==> src/rtl/mem_bus_arbiter.sv <==
// ---------------------------------------------------------------------------
// mem_bus_arbiter
//
// Shares the single memory/device bus (address, data, mem_enable, data_in
// direction) among NUM_REQ masters: CPU FSM, DMA engine, VGA framebuffer
// fetch. Round-robin arbitration, an optional per-owner bus lock, and one
// idle turnaround cycle between owners so tri-state drivers never overlap.
//
// Optional feature macro: MEM_ARB_TIMEOUT_EN
//   defined   : an owner holding the bus for MAX_HOLD unlocked cycles while
//               someone else is waiting is forced off (timeout pulse).
//   undefined : no hold counter, timeout tied low.
//
// Ports
//   clk         in   system clock (clk_100 domain)
//   reset       in   synchronous, active-high reset
//   req         in   [NUM_REQ]  per-requester request level
//   lock        in   [NUM_REQ]  owner keeps the bus while its bit is high
//   done        in   [NUM_REQ]  one-cycle release pulse from the owner
//   grant       out  [NUM_REQ]  one-hot ownership (gates bus drivers)
//   grant_valid out  any grant bit high
//   grant_id    out  [ID_WIDTH] binary owner index, holds last owner
//   bus_idle    out  high in IDLE and TURN; forces DEVICE_MAP enable low
//   timeout     out  one-cycle pulse on forced release
//   state_dbg   out  [2] current FSM state (0=IDLE, 1=OWN, 2=TURN)
//
// Handshake: a master raises req and keeps it high; it may drive the bus
// only while its grant bit is high; it ends ownership by pulsing done for
// one cycle or by dropping req. grant is registered, so it appears one
// cycle after req is sampled in IDLE and drops one cycle after release.
// ---------------------------------------------------------------------------
module mem_bus_arbiter #(
    parameter int NUM_REQ  = 4,
    parameter int MAX_HOLD = 32,
    parameter int ID_WIDTH = 2
) (
    input  logic                clk,
    input  logic                reset,
    input  logic [NUM_REQ-1:0]  req,
    input  logic [NUM_REQ-1:0]  lock,
    input  logic [NUM_REQ-1:0]  done,
    output logic [NUM_REQ-1:0]  grant,
    output logic                grant_valid,
    output logic [ID_WIDTH-1:0] grant_id,
    output logic                bus_idle,
    output logic                timeout,
    output logic [1:0]          state_dbg
);

    typedef enum logic [1:0] {
        ST_IDLE = 2'd0,
        ST_OWN  = 2'd1,
        ST_TURN = 2'd2
    } state_t;

    state_t              state;
    logic [ID_WIDTH-1:0] last_ptr;

    // Round-robin winner: first req above last_ptr, else first at/below it.
    logic                found_hi;
    logic                found_lo;
    logic [ID_WIDTH-1:0] idx_hi;
    logic [ID_WIDTH-1:0] idx_lo;
    logic                win_found;
    logic [ID_WIDTH-1:0] win_idx;

    always_comb begin
        found_hi = 1'b0;
        found_lo = 1'b0;
        idx_hi   = '0;
        idx_lo   = '0;
        for (int i = 0; i < NUM_REQ; i++) begin
            if (req[i] && (i > int'(last_ptr)) && !found_hi) begin
                found_hi = 1'b1;
                idx_hi   = ID_WIDTH'(i);
            end
            if (req[i] && (i <= int'(last_ptr)) && !found_lo) begin
                found_lo = 1'b1;
                idx_lo   = ID_WIDTH'(i);
            end
        end
    end

    assign win_found = found_hi | found_lo;
    assign win_idx   = found_hi ? idx_hi : idx_lo;

    // Owner-qualified inputs; grant is one-hot so masking selects the owner
    // and ignores done/req activity from everyone else.
    logic own_done;
    logic own_req;
    logic others_req;
    logic vol_rel;
    logic force_rel;

    assign own_done   = |(done & grant);
    assign own_req    = |(req & grant);
    assign others_req = |(req & ~grant);
    assign vol_rel    = own_done | ~own_req;

`ifdef MEM_ARB_TIMEOUT_EN
    localparam int HOLD_W = $clog2(MAX_HOLD + 1);

    logic [HOLD_W-1:0] hold_cnt;
    logic [HOLD_W-1:0] hold_next;
    logic              own_lock;

    assign own_lock  = |(lock & grant);
    // Saturating count of the cycle being completed.
    assign hold_next = (hold_cnt == HOLD_W'(MAX_HOLD)) ? hold_cnt : hold_cnt + 1'b1;
    assign force_rel = (state == ST_OWN) && !own_lock &&
                       (hold_next == HOLD_W'(MAX_HOLD)) && others_req;

    always_ff @(posedge clk) begin
        if (reset) begin
            hold_cnt <= '0;
            timeout  <= 1'b0;
        end else begin
            timeout <= 1'b0;
            if (state == ST_IDLE) begin
                hold_cnt <= '0;
            end else if (state == ST_OWN) begin
                if (own_lock) begin
                    hold_cnt <= '0;
                end else begin
                    hold_cnt <= hold_next;
                end
                // Pulse only when the eviction is what ends ownership.
                if (force_rel && !vol_rel) begin
                    timeout <= 1'b1;
                end
            end
        end
    end
`else
    logic unused_lock;
    localparam int unused_max_hold = MAX_HOLD;

    assign unused_lock = ^lock;
    assign force_rel   = 1'b0;
    assign timeout     = 1'b0;
`endif

    always_ff @(posedge clk) begin
        if (reset) begin
            state       <= ST_IDLE;
            grant       <= '0;
            grant_valid <= 1'b0;
            grant_id    <= '0;
            bus_idle    <= 1'b1;
            last_ptr    <= ID_WIDTH'(NUM_REQ - 1);
        end else begin
            case (state)
                ST_IDLE: begin
                    if (win_found) begin
                        state       <= ST_OWN;
                        grant       <= NUM_REQ'(1) << win_idx;
                        grant_valid <= 1'b1;
                        grant_id    <= win_idx;
                        bus_idle    <= 1'b0;
                        last_ptr    <= win_idx;
                    end
                end
                ST_OWN: begin
                    // last_ptr already points at the owner, so an evicted
                    // owner automatically goes to the back of the queue.
                    if (vol_rel || force_rel) begin
                        state       <= ST_TURN;
                        grant       <= '0;
                        grant_valid <= 1'b0;
                        bus_idle    <= 1'b1;
                    end
                end
                ST_TURN: begin
                    // Bus undriven for this cycle; arbitration resumes in IDLE.
                    state <= ST_IDLE;
                end
                default: begin
                    state       <= ST_IDLE;
                    grant       <= '0;
                    grant_valid <= 1'b0;
                    bus_idle    <= 1'b1;
                end
            endcase
        end
    end

    assign state_dbg = state;

endmodule

==> config.mk <==
export PLATFORM = sky130hd
export DESIGN_NAME = mem_bus_arbiter
export DESIGN_NICKNAME = d
export VERILOG_FILES = /design/src/rtl/mem_bus_arbiter.sv
export SDC_FILE = /design/constraint.sdc
export NUM_CORES = 1
export LEC_CHECK = 0
export ABC_AREA = 1
export CORE_AREA = 2 2 39 41
export CTS_CLUSTER_SIZE = 10
export DETAILED_ROUTE_END_ITERATION = 6
export DIE_AREA = 0 0 41 43
export DONT_BUFFER_PORTS = 1
export PLACE_DENSITY = 0.76
export SLEW_MARGIN = 5
export SYNTH_ARGS = -nofsm -noshare
export SYNTH_HDL_FRONTEND = slang
export SYNTH_SLANG_ARGS = --single-unit
==> constraint.sdc <==
create_clock -name clk -period 1.35 [get_ports clk]
set_input_delay 0.3375 -clock clk [delete_from_list [all_inputs] [get_ports clk]]
set_output_delay 0.3375 -clock clk [all_outputs]
set_load 0.02 [all_outputs]
# Word level (Yosys, flattened, before mapping)
# Cells that the tools add are included.
# totals
ram_bits	0
output_inout_bits	11
memories	0
rom_bits	0
word_cells	71
input_bits	14
latch_bits	0
reg_bits	12
# op_classes
div_mod_pow	0
addsub	0
shift	1
mul	0
n_lt_le_gt_ge	6
muxes	26
reduce_logical	22
eq_ne	4
n_bitwise	6
# ops
cell	count
$mux W2	7
$mux W1	13
$pmux W4 S3	1
$logic_and A1 B1 Y1	11
$and A4 B4 Y4	2
$mux W4	2
$reduce_or A4 Y1	2
$pmux W1 S3	2
$logic_not A1 Y1	5
$gt A2 B2 Y1 const A	2
$le A2 B2 Y1 const A	2
$ne A2 B2 Y1 const B	2
$pmux W2 S2	1
$reduce_and A2 Y1	2
$shl A1 B2 Y4 const A	1
$reduce_and A3 Y1	1
$eq A2 B1 Y1 const B	1
$eq A2 B2 Y1 const B	1
$gt A1 B2 Y1 const A	1
$le A1 B2 Y1 const A	1
$logic_not A2 Y1	1
$not A1 Y1	2
$or A1 B1 Y1	2

# Depth between registers and ports, before layout
# logic_depth
word_depth	14
ltp_mapped	9

# Worst setup path after synthesis
# No wires, ideal clock.
# synth_path
path_type	register to register
start	register state[1] (netlist: state_dbg[1])
end	register grant[3]
stages_incl_launch_ff	6
t_required_ns	1.282
slack_ns	0.122
arrival_ns	1.161
period_less_slack_ns	1.228
path_buffers	0
setup_time_ns	0.068
path_cell_list	dfxtp_1 -> inv_1 -> or2_2 -> nand3_4 -> nand2_1 -> a21oi_2
# synth_between
elab_chain_len	3
word_cells_on_any_way	8
classes_between	eq/ne: 4; mux: 1; bitwise: 1; reduce/logical: 2
# synth_rtl
element	line_no	text
start: declaration	56	state_t state;
start signal: assignment	145	state <= ST_IDLE;
start signal: assignment	155	state <= ST_OWN;
start signal: assignment	167	state <= ST_TURN;
$eq A2 B1 Y1 (tied with other cells)	152	case (state)
$ne A2 B2 Y1 (no source line) or $not A1 Y1 (tied branches)	-	
$reduce_and A3 Y1 (no source line)	-	
end signal: assignment	156	grant <= NUM_REQ'(1) << win_idx;
end: declaration	42	output logic [NUM_REQ-1:0] grant,
# Parallel ways exist; a longest one is shown, timed or not.
# A chain may end at the register's enable or synchronous reset.

# Final worst setup path
# layout_path
start	register state[0] (netlist: state_dbg[0])
end	output port state_dbg[0]
# layout_rtl
element	line_no	text
end: declaration	47	output logic [1:0] state_dbg
# No word-level cell between the ends.

==> run summary <==
remaining antenna violation count after routing - 0
DRT iter0 DRCs - 9
Top FF cell, synth - dfxtp_1
Routed WL per cell - 11.5 um
total power - 1.27 mW
Worst-Skew Late Latency - 270 ps
Crit. End Element - output pin
top post-synthesis cells by area - dfxtp_1 (35%), nand2_1 (13%), nand3_1 (6.5%)
Post-synth top cells - nand2_1 (24), dfxtp_1 (12), nand3_1 (9)
GRT met3 Usage - 5.76%
most numerous cell in the Yosys netlist - nand2_1
Crit Path Max Fanout - 5
critical path arrival - 880 ps
number of H-tree levels - 1
CTS tree - done
total setup buffers inserted after CTS - 0
GRT Resource Usage Total - 19.0%
Syn Nets - 111
Clock Skews - 1.80 ps
num rows - 14
hpwl dp - 1.11 mm
Synth Register Bits - 12
fraction of layout cells with a size suffix above 1 - 26.2%
Die X-Extent - 41 um
final net count - 119
RSZ-0062 raised after global routing - no
worst setup margin - 135 ps
Cells after Synth - 97
Synthesis Warnings - 0
outcome - complete, no violations
final worst path period need - 1220 ps
grt peak-use layer - met2
Reg area - 245 um^2
Min-Delay Path Class - in -> reg
Final Cycle Share - 90.0%
clock-pin slew on the worst setup and hold paths - 70 ps
Final setup violation count - 0
Yosys top cell by area - dfxtp_1
largest net degree at the start of global routing - 11
Leak - 0.346 nW
Distinct cells, synth - 20
vias in the first global route - 600
Max Slew Vio Count - 0
WP buf/inv - 1
Worst VDD drop - 800 uV
CP cell instances - buf_4
vias - 632
hold slack - 123 ps
cell at the slowest stage of the critical path - dfxtp_1
clock root cell - clkbuf_4
Placement Setup Slack - 38.7 ps
Final Hold Fails - 0
Global Route met1 Usage - 23.6%
routability congestion estimate from global placement - 0.711
GR Layer Usage met2 - 28.1%
cts hold-fix bufs - 0
Async SR Flop Fraction - 0%
CTS buffer count - 3
1st-pass router iterations - 4
Setup TNS - 0 ps
IO Pins - 25
CP max stage delay - 430 ps
CP Launch Type - register
Area Growth Syn to Fin - 10.1%
Post-Syn Area - 696 um^2
# Max-Cap Violations - 0
CP Class - reg -> out
syn_area_per_cell - 7.17 um^2
Yosys top cell area share - 34.5%
IO buf count - 0
core area - 0.00138 mm^2
starting density of the core - 50.3%
Worst EP required - 1010 ps
initial antenna violation count - 0
Die Y-Extent - 43 um
Max clock buf depth - 2
post-synthesis sequential area ratio - 34.5%
first-pass GRT wire length - 2.26 mm
WL final - 1.37 mm
Max Freq - 823 MHz
Antenna Cells - 0
total die area - 0.00176 mm^2
routed vias/inst - 5.31
Layout fillers - 144
CP top delay family - flip-flops
PD cells - 1660 mW/mm^2
Multi-input gate area - 399 um^2
gr ovfl total - 0
clk sinks - 12
drc violations - 0
number of synthesized flops with an enable pin - 0
==> cells by family (layout without fill, tap and decap cells) <==
logic type / after synthesis / after routing / synth area share [%]
compound gates: 15 / 15 / 11.9
flops: 12 / 12 / 34.5
other cells: 1 / 1 / 0.539
buf+inv: 12 / 18 / 8.09
simple gates: 57 / 57 / 45.0
==> layer usage <==
layer  vias up  share of wire, %
met4         0               1.4
met1       285                44
met2        17                46
met3         2               8.4
met5         -                 0
li1        328                 -
==> final cells by class <==
class | count | share of cell area (%)
Multi-Input combinational cell | 73 | 52.1
Tap cell | 16 | 2.61
Sequential cell | 12 | 32.0
Inverter | 9 | 4.41
Timing Repair Buffer | 6 | 5.88
Clock buffer | 3 | 2.94
==> final timing paths <==
| check | from | to | slack [ps] | cells after the start |
|---|---|---|---|---|
| setup reg to reg | last_ptr[0]$_SDFFE_PP1P_ | grant[1]$_SDFFE_PP0P_ | 140 | 8 |
| hold / removal | reset | grant[3]$_SDFFE_PP0P_ | 120 | 1 |
| hold reg to reg | grant[0]$_SDFFE_PP0P_ | grant[0]$_SDFFE_PP0P_ | 500 | 2 |
| setup / recovery | state_dbg[0]$_SDFFE_PP0P_ | state_dbg[0] | 130 | 1 |
==> layout by cell type, fill, tap and decap left out <==
cell	count
nand3_4	2
nand3_1	9
clkbuf_4	3
nand2_2	4
dfxtp_4	1
nand2_4	2
nand4_1	4
buf_4	6
o21ai_1	2
nand2_1	24
inv_1	7
dfxtp_1	10
nor2_1	8
a21oi_1	8
a21oi_2	2
or2_2	1
conb_1	1
dfxtp_2	1
inv_2	2
nor2_4	3
o21ai_0	3
==> state kept, by name, summed over array words and instances, names as in the netlist <==
name	count
bus_idle	1
grant	4
grant_id	2
grant_valid	1
last_ptr	2
state_dbg	2
==> metrics by stage <==
step,instance area [um^2],std cells,utilization [%]
after floorplan,696,97,-
after global placement,738,116,53.3
after detailed placement,738,116,53.3
after CTS,761,119,55.0
after global routing,766,119,55.3
final,766,119,55.3
==> power breakdown <==
| part | switching [mW] | leakage [nW] | internal [mW] |
|---|---|---|---|
| sequential | 0.121 | 0.0991 | 0.439 |
| clock | 0.107 | 0.0138 | 0.103 |
| combinational | 0.310 | 0.233 | 0.190 |
==> timing repair <==
action                     CTS  global route
gates resized for setup      0             4
hold endpoints to repair     0             0
setup endpoints to repair    0             9
Power figures use the tool's default switching activity.
